===== src/rtl/l2_arbiter_if.sv =====
// l2_arbiter_if
//   Bundles the L1I/L1D request side, the L2 request side and the L2 ready
//   handshake seen by the L2 arbiter.
//   Modports:
//     slave  - arbiter view: L1 requests, flush and L2 ready in;
//              L2 request, routed readies and busy out.
//     master - environment view (L1 controllers, L2 controller): opposite directions.
interface l2_arbiter_if #(
  parameter int TNUM = 18,
  parameter int INUM = 26 - TNUM
);
  logic            read_L1I_L2;
  logic [TNUM-1:0] tag_L1I_L2;
  logic [INUM-1:0] index_L1I_L2;
  logic            read_L1D_L2;
  logic            write_L1D_L2;
  logic [TNUM-1:0] tag_L1D_L2;
  logic [INUM-1:0] index_L1D_L2;
  logic            flush;
  logic            ready_L2_L1;

  logic            read_L1_L2;
  logic            write_L1_L2;
  logic [TNUM-1:0] tag_L1_L2;
  logic [INUM-1:0] index_L1_L2;
  logic            ready_L2_L1I;
  logic            ready_L2_L1D;
  logic            busy;

  modport slave (
    input  read_L1I_L2, tag_L1I_L2, index_L1I_L2,
    input  read_L1D_L2, write_L1D_L2, tag_L1D_L2, index_L1D_L2,
    input  flush, ready_L2_L1,
    output read_L1_L2, write_L1_L2, tag_L1_L2, index_L1_L2,
    output ready_L2_L1I, ready_L2_L1D, busy
  );

  modport master (
    output read_L1I_L2, tag_L1I_L2, index_L1I_L2,
    output read_L1D_L2, write_L1D_L2, tag_L1D_L2, index_L1D_L2,
    output flush, ready_L2_L1,
    input  read_L1_L2, write_L1_L2, tag_L1_L2, index_L1_L2,
    input  ready_L2_L1I, ready_L2_L1D, busy
  );
endinterface


===== src/rtl/l2_arbiter.sv =====
// l2_arbiter
//   Shares one L2 controller between the L1 instruction cache (read only) and
//   the L1 data cache (read/write). One grant is held until L2 pulses ready;
//   the ready is routed back combinationally to the granted side, then one
//   RELEASE cycle with the request lines low precedes the next grant.
//   Ports:
//     clk   - clock
//     nrst  - asynchronous active-low reset
//     bus   - l2_arbiter_if.slave (L1 requests, flush, L2 request/ready, busy)
//   Build option:
//     L2_ARB_FIXED_PRIO_EN - D always wins ties (no last_grant state);
//                            undefined gives round-robin arbitration.
//
//   state   | meaning
//   --------+-----------------------------------------------------------
//   IDLE    | no access; arbitrate when flush is low
//   GNT_I   | I-side access issued to L2, waiting for ready_L2_L1
//   GNT_D   | D-side access issued to L2, waiting for ready_L2_L1
//   RELEASE | one cycle with read/write low so L2 sees a fresh request edge
module l2_arbiter #(
  parameter int TNUM = 18,
  parameter int INUM = 26 - TNUM
) (
  input logic         clk,
  input logic         nrst,
  l2_arbiter_if.slave bus
);

  typedef enum logic [1:0] {IDLE, GNT_I, GNT_D, RELEASE} state_t;

  state_t          state_q, state_d;
  logic            read_q, read_d;
  logic            write_q, write_d;
  logic            busy_q, busy_d;
  logic [TNUM-1:0] tag_q, tag_d;
  logic [INUM-1:0] index_q, index_d;

  logic req_i, req_d;
  logic win_i, win_d;

`ifndef L2_ARB_FIXED_PRIO_EN
  // 1 = D was granted last, so I wins the next tie
  logic last_d_q, last_d_d;
`endif

  always_comb begin
    req_i = bus.read_L1I_L2;
    req_d = bus.read_L1D_L2 | bus.write_L1D_L2;
`ifdef L2_ARB_FIXED_PRIO_EN
    win_d = req_d;
    win_i = req_i & ~req_d;
`else
    win_i = req_i & (~req_d | last_d_q);
    win_d = req_d & ~win_i;
`endif
  end

  always_comb begin
    state_d  = state_q;
    read_d   = read_q;
    write_d  = write_q;
    busy_d   = busy_q;
    tag_d    = tag_q;
    index_d  = index_q;
`ifndef L2_ARB_FIXED_PRIO_EN
    last_d_d = last_d_q;
`endif
    case (state_q)
      IDLE: begin
        if (!bus.flush) begin
          if (win_i) begin
            state_d  = GNT_I;
            read_d   = 1'b1;
            write_d  = 1'b0;
            busy_d   = 1'b1;
            tag_d    = bus.tag_L1I_L2;
            index_d  = bus.index_L1I_L2;
`ifndef L2_ARB_FIXED_PRIO_EN
            last_d_d = 1'b0;
`endif
          end else if (win_d) begin
            state_d  = GNT_D;
            // a simultaneous read+write forwards only the write
            read_d   = bus.read_L1D_L2 & ~bus.write_L1D_L2;
            write_d  = bus.write_L1D_L2;
            busy_d   = 1'b1;
            tag_d    = bus.tag_L1D_L2;
            index_d  = bus.index_L1D_L2;
`ifndef L2_ARB_FIXED_PRIO_EN
            last_d_d = 1'b1;
`endif
          end
        end
      end
      GNT_I, GNT_D: begin
        if (bus.ready_L2_L1) begin
          state_d = RELEASE;
          read_d  = 1'b0;
          write_d = 1'b0;
        end
      end
      RELEASE: begin
        state_d = IDLE;
        busy_d  = 1'b0;
      end
      default: begin
        state_d = IDLE;
        read_d  = 1'b0;
        write_d = 1'b0;
        busy_d  = 1'b0;
      end
    endcase
  end

  always_ff @(posedge clk or negedge nrst) begin
    if (!nrst) begin
      state_q  <= IDLE;
      read_q   <= 1'b0;
      write_q  <= 1'b0;
      busy_q   <= 1'b0;
      tag_q    <= '0;
      index_q  <= '0;
`ifndef L2_ARB_FIXED_PRIO_EN
      last_d_q <= 1'b1;
`endif
    end else begin
      state_q  <= state_d;
      read_q   <= read_d;
      write_q  <= write_d;
      busy_q   <= busy_d;
      tag_q    <= tag_d;
      index_q  <= index_d;
`ifndef L2_ARB_FIXED_PRIO_EN
      last_d_q <= last_d_d;
`endif
    end
  end

  assign bus.read_L1_L2   = read_q;
  assign bus.write_L1_L2  = write_q;
  assign bus.tag_L1_L2    = tag_q;
  assign bus.index_L1_L2  = index_q;
  assign bus.busy         = busy_q;
  // ready is returned in the same cycle L2 raises it
  assign bus.ready_L2_L1I = (state_q == GNT_I) & bus.ready_L2_L1;
  assign bus.ready_L2_L1D = (state_q == GNT_D) & bus.ready_L2_L1;

`ifndef SYNTHESIS
  // flag a D-side grant carrying read and write together
  always @(posedge clk) begin
    if (nrst && state_q == IDLE && !bus.flush && win_d) begin
      d_rw_exclusive: assert (!(bus.read_L1D_L2 && bus.write_L1D_L2))
        else $warning("l2_arbiter: D read and write both high, forwarding write only");
    end
  end
`endif

endmodule


===== src/flat_wrapper.sv =====
// flat-port wrapper written by rule: the top's interface ports become plain ports
module l2_arbiter_flat 
#(
  parameter int TNUM = 18,
  parameter int INUM = 26 - TNUM
)
  (clk, nrst, bus_read_L1I_L2, bus_tag_L1I_L2, bus_index_L1I_L2, bus_read_L1D_L2, bus_write_L1D_L2, bus_tag_L1D_L2, bus_index_L1D_L2, bus_flush, bus_ready_L2_L1, bus_read_L1_L2, bus_write_L1_L2, bus_tag_L1_L2, bus_index_L1_L2, bus_ready_L2_L1I, bus_ready_L2_L1D, bus_busy);
  l2_arbiter_if #(.TNUM(TNUM), .INUM(INUM)) bus_i ();
  input logic clk;
  input logic nrst;
  input wire logic [$bits(bus_i.read_L1I_L2)-1:0] bus_read_L1I_L2;
  input wire logic [$bits(bus_i.tag_L1I_L2)-1:0] bus_tag_L1I_L2;
  input wire logic [$bits(bus_i.index_L1I_L2)-1:0] bus_index_L1I_L2;
  input wire logic [$bits(bus_i.read_L1D_L2)-1:0] bus_read_L1D_L2;
  input wire logic [$bits(bus_i.write_L1D_L2)-1:0] bus_write_L1D_L2;
  input wire logic [$bits(bus_i.tag_L1D_L2)-1:0] bus_tag_L1D_L2;
  input wire logic [$bits(bus_i.index_L1D_L2)-1:0] bus_index_L1D_L2;
  input wire logic [$bits(bus_i.flush)-1:0] bus_flush;
  input wire logic [$bits(bus_i.ready_L2_L1)-1:0] bus_ready_L2_L1;
  output wire logic [$bits(bus_i.read_L1_L2)-1:0] bus_read_L1_L2;
  output wire logic [$bits(bus_i.write_L1_L2)-1:0] bus_write_L1_L2;
  output wire logic [$bits(bus_i.tag_L1_L2)-1:0] bus_tag_L1_L2;
  output wire logic [$bits(bus_i.index_L1_L2)-1:0] bus_index_L1_L2;
  output wire logic [$bits(bus_i.ready_L2_L1I)-1:0] bus_ready_L2_L1I;
  output wire logic [$bits(bus_i.ready_L2_L1D)-1:0] bus_ready_L2_L1D;
  output wire logic [$bits(bus_i.busy)-1:0] bus_busy;
  assign bus_i.read_L1I_L2 = bus_read_L1I_L2;
  assign bus_i.tag_L1I_L2 = bus_tag_L1I_L2;
  assign bus_i.index_L1I_L2 = bus_index_L1I_L2;
  assign bus_i.read_L1D_L2 = bus_read_L1D_L2;
  assign bus_i.write_L1D_L2 = bus_write_L1D_L2;
  assign bus_i.tag_L1D_L2 = bus_tag_L1D_L2;
  assign bus_i.index_L1D_L2 = bus_index_L1D_L2;
  assign bus_i.flush = bus_flush;
  assign bus_i.ready_L2_L1 = bus_ready_L2_L1;
  assign bus_read_L1_L2 = bus_i.read_L1_L2;
  assign bus_write_L1_L2 = bus_i.write_L1_L2;
  assign bus_tag_L1_L2 = bus_i.tag_L1_L2;
  assign bus_index_L1_L2 = bus_i.index_L1_L2;
  assign bus_ready_L2_L1I = bus_i.ready_L2_L1I;
  assign bus_ready_L2_L1D = bus_i.ready_L2_L1D;
  assign bus_busy = bus_i.busy;
  l2_arbiter #(.TNUM(TNUM), .INUM(INUM)) u_core (.clk(clk), .nrst(nrst), .bus(bus_i));
endmodule

===== config.mk =====
export PLATFORM = sky130hd
export DESIGN_NAME = l2_arbiter_flat
export DESIGN_NICKNAME = d
export VERILOG_FILES = /design/src/rtl/l2_arbiter_if.sv /design/src/rtl/l2_arbiter.sv /design/src/flat_wrapper.sv
export SDC_FILE = /design/constraint.sdc
export NUM_CORES = 1
export LEC_CHECK = 0
export BUFFER_PORTS_ARGS = -buffer_cell sky130_fd_sc_hd__buf_4
export CORE_ASPECT_RATIO = 0.5
export CORE_UTILIZATION = 42
export CTS_BUF_LIST = sky130_fd_sc_hd__clkbuf_8
export DETAILED_ROUTE_END_ITERATION = 8
export PLACE_DENSITY = 0.78
export SLEW_MARGIN = 20
export SYNTH_ARGS = -nofsm -noshare
export SYNTH_HDL_FRONTEND = slang
export SYNTH_SLANG_ARGS = --single-unit

===== constraint.sdc =====
create_clock -name clk -period 1.55 [get_ports clk]
set_input_delay 0.0775 -clock clk [delete_from_list [all_inputs] [get_ports clk]]
set_output_delay 0.0775 -clock clk [all_outputs]
set_load 0.1 [all_outputs]

# After elaboration in Yosys (flattened, before gate mapping)
# Index checks and enable logic that the tools add are counted.
classes:
  eq_ne: 6
  muxes: 23
  bitwise: 11
  n_reduce_logical: 9
op_table:
  columns: ["cell", "count"]
  rows:
  - ["$mux 18", 2]
  - ["$mux 8", 2]
  - ["$mux 1", 11]
  - ["$reduce_and 3->1", 3]
  - ["$mux 2", 4]
  - ["$pmux 1 s2", 3]
  - ["$pmux 2 s3", 1]
  - ["$reduce_bool 2->1", 3]
  - ["$and 1x1->1", 5]
  - ["$eq 2x2->1 const B", 2]
  - ["$ne 2x2->1 const B", 2]
  - ["$not 1->1", 4]
  - ["$reduce_and 4->1", 1]
  - ["$ne 3x1->1 const B", 1]
  - ["$eq 2x1->1 const B", 1]
  - ["$logic_not 2->1", 1]
  - ["$or 1x1->1", 2]
  - ["$reduce_or 2->1", 1]
word_totals:
  ff_bits: 32
  in_bits: 59
  output_inout_bits: 31
  wordCells: 56

# Longest topological paths before layout
depth:
  ltp_word: 10
  ltp_mapped: 8
  ltp_nobuf: 5

# Worst setup path after synthesis
# Ideal clock, no wire load.
synth_path:
  path_kind: "flip-flop to flip-flop"
  start: "register u_core.state_q[0]"
  end: "register u_core.read_q, in the netlist u_core.bus.read_L1_L2"
  setup_time_ns: 0.123
  t_arrival_ns: 1.562
  required_time_ns: 1.427
  slack_ns: -0.135
  stages_incl_launch_ff: 6
  n_path_buf: 0
  period_less_slack_ns: 1.685
  cell_sequence: "dfrtp_1 inv_1 ha_1 nor4b_1 or4_1 a32o_1"
synth_via:
  elab_chain_len: 4
  word_cells_on_any_way: 10
  cone_classes: "eq/ne: 5; mux: 1; reduce/logical: 4"
synth_lines:
  columns: ["item", "line", "rtl"]
  rows:
  - ["from (decl)", "l2_arbiter.sv:31", "state_t state_q, state_d;"]
  - ["from (signal assigned)", "l2_arbiter.sv:127", "state_q <= state_d;"]
  - ["$eq 2x2->1 / $eq 2x1->1 (equally long branches)", "l2_arbiter.sv:68", "case (state_q)"]
  - ["$reduce_or 2->1", "l2_arbiter.sv:68", null]
  - ["$ne 2x2->1 (no line) / $reduce_bool 2->1 (equally long branches)", null, null]
  - ["$reduce_and 4->1 (no line)", null, null]
  - ["to (signal assigned)", "l2_arbiter.sv:128", "read_q <= read_d;"]
  - ["to (decl)", "l2_arbiter.sv:32", "logic read_q, read_d;"]
# Parallel ways exist; a longest one is shown, timed or not.
# A chain may end at the register's enable or synchronous reset.

# Final worst setup path
# Same ends and word-level chain as after synthesis.

==> out/qor.yml <==
critical_path:
  path_max_fanout: 3
  r2r_start: "u_core.state_q[0]"
  crit_slowest_cell: "or4_4"
  r2r_setup_slack_ps: -80
  crit_type: "reg2reg"
  r2r_cells: 4
  cp_cell_sequence: "buf_4 -> ha_2 -> or4_4 -> a32o_1"
  r2r_end: "u_core.bus.read_L1_L2"
  cp-start-kind: "flop"
  cp.arrival_ps: 1800
  worst_ep_required_time_ps: 1730
  crit_family: "simple AND/OR/NAND/NOR gates"
  crit_path_end_kind: "flop"
  critical-path-max-stage-delay_ps: 550
  worstSetupStartpoint: "u_core.state_q[0]"
  cp.buffers_inverters: 1
sta:
  fin_ws_ps: -76.4
  tns_ps: -150
  hold_viol_final: 0
  setup_viol: 2
  fin_worst_skew_ps: 6.58
  final_max_slew_viol_count: 0
  fmaxAchievable_mhz: 615
  relSlewSlack_pct: 67.5
  rsz0062_at_grt: "true"
  fin_hold_ws_ps: 61.1
  worst_pin_slew_ps: 488
  fin_crit_ps: 1630
  timing.final.crit_share_pct: 105
placement:
  gp_congestion: 0.840
  dp_hpwl_um: 3730
  portBuffers: 89
floorplan:
  initial_core_util_pct: 44.5
  core_mm2: 0.00396
  num_rows: 16
  dieArea_mm2: 0.00448
  die_h_um: 47.8
  ioPinCount: 90
  die_w_um: 93.7
final_layout:
  drive_gt1_share_pct: 44.6
  fin_nets: 358
  areaGrowthSynthToFinish_pct: 55.2
  final_common_cell: "buf_4"
  final_cell_mix: "buf_4, dfrtp_1, a21oi_1, a31oi_1"
  fillers: 320
  antennaDiodeCount: 0
drt:
  vias: 1977
  detail-route-antenna-nets: 0
  wl_per_cell_um: 16.1
  routed_wl_um: 5600
  drcViolationCount: 0
  dr.pass1.iters: 4
  viasPerCell: 5.68
  drtIter0Drc: 108
flow_run:
  drv_cap: 0
synth:
  synth.distinct_cells: 30
  syn_avg_cell_area_um2: 9.05
  synth_top_cell_area_share_pct: 44.0
  synth-seq-cells: 32
  synth_top_family_by_area: "compound AO/OA/AOI/OAI gates"
  synthMuxAreaShare_pct: 0
  netlist_area_mm2: 0.00176
  synth-xor-area-share_pct: 0
  yosysTopAreaCell: "dfrtp_1"
  yosys.area_share.simple_pct: 12.3
  syn_nets: 260
  ys_warn_count: 0
  netlist_instances: 195
  ys_seq_area_share_pct: 45.5
  synth_fa_ha_area_share_pct: 4.26
  synth.area.top_cells: "dfrtp_1, a31oi_1, a21oi_1"
  synth-compound-area-share_pct: 30.6
outcome:
  violations: "negative setup slack"
  outcome: "finished, violations left"
global_route:
  met1_usage_pct: 30.3
  gr-usage-met3_pct: 5.40
  antenna_found_initial: 0
  grt_max_degree: 33
  grt_overflow_total: 0
  use_met2_pct: 46.8
  grt_pass1_wl_um: 8340
  grt_pass1_vias: 1814
  grt_usage_pct: 25.4
  top_usage_layer: "met2"
clock_network:
  cts_made_buffers: 5
  cts_root_buf: "clkbuf_8"
  cts_num_sinks: 32
  htreeDepth: 2
  clk_pin_slew_ps: 70
  cts_buffer_depth: 2
  cts_tree: "yes"
  insertion_delay_ps: 290
min_path:
  hp-class: "in2reg"
  min_to: "u_core.bus.index_L1_L2[7]"
  hold_start: "bus_index_L1D_L2[7]"
  hold_depth: 3
==> kinds of logic (layout without fill, tap and decap cells) <==
family          count (synthesis)  in the layout
compound gates                 93             93
fa+ha+maj                       6              6
buf+inv                        24            122
flops                          32             32
simple gates                   40             41
==> through the flow <==
step	area, µm²	worst slack, ps	cells	utilization (%)
5_1_grt	2740	-108	348	69.1
3_3_place_gp	2560	-37.5	337	64.6
6_report	2740	-76.4	348	69.1
4_1_cts	2710	-69.6	347	68.4
2_1_floorplan	1800	-58.2	195	-
3_5_place_dp	2560	-99.7	337	64.6
==> worst reg2reg max path, stage by stage, from the launching register on <==
cell     delay, ps
dfrtp_1        410
buf_4          150
ha_2           190
or4_4          550
a32o_1         220
==> synth_stat cells <==
cell type / n
or3_1: 1
o31ai_1: 2
dfrtp_1: 31
buf_2: 1
a21oi_1: 28
and2_1: 3
nor3_1: 1
o21ba_2: 1
a31oi_1: 28
nor2_1: 2
or2_2: 1
ha_1: 6
o32a_1: 1
clkbuf_1: 12
nor2b_1: 2
o21ai_0: 26
or4_1: 1
buf_6: 5
and2_4: 1
a22o_1: 1
nor4b_1: 1
dfstp_2: 1
o21bai_1: 1
nand2b_1: 1
a2bb2oi_1: 1
nand3_1: 26
a32o_1: 2
a21boi_0: 2
buf_1: 2
inv_1: 4
==> repair_timing <==
item,CTS,global route
buffers inserted,1,0
gates resized for setup,2,5
hold endpoints to repair,31,0
cloned,0,1
pin swaps,0,2
endpoints found under the setup margin,2,26
hold buffers,1,0
==> how the worst max path moves through the flow <==
stage | endpoint | cells after the start
after floorplan | u_core.bus.read_L1_L2 | 5
after global placement | u_core.bus.read_L1_L2 | 4
after detailed placement | u_core.bus.read_L1_L2 | 4
after CTS | u_core.bus.read_L1_L2 | 5
after global routing | u_core.bus.read_L1_L2 | 4
final | u_core.bus.read_L1_L2 | 4
==> registers in the layout, indices dropped and copies added, names as in the netlist <==
signal and cells:
u_core.bus.tag_L1_L2 18, u_core.bus.index_L1_L2 8, u_core.state_q 2, u_core.bus.busy 1
u_core.bus.read_L1_L2 1, u_core.bus.write_L1_L2 1, u_core.last_d_q 1
==> area by class of cell <==
type / count / area (µm²) / area share [%]
repair buffers: 110 / 840 / 30.7
inverters: 4 / 15.0 / 0.548
well taps: 54 / 67.6 / 2.47
clock inverters: 1 / 30.0 / 1.10
flip-flops and latches: 32 / 802 / 29.3
multi-input cells: 140 / 888 / 32.4
clock buffers: 7 / 96.3 / 3.52
==> routing by layer <==
layer / wire [µm] / vias up
met3: 262 / 9
met2: 2900 / 54
met4: 80 / 0
met1: 2350 / 987
li1: - / 927
met5: 0 / -
Power is left out: the tool's default activity adds up to more than one toggle a clock period on the data nets, which glitch-free logic cannot reach.
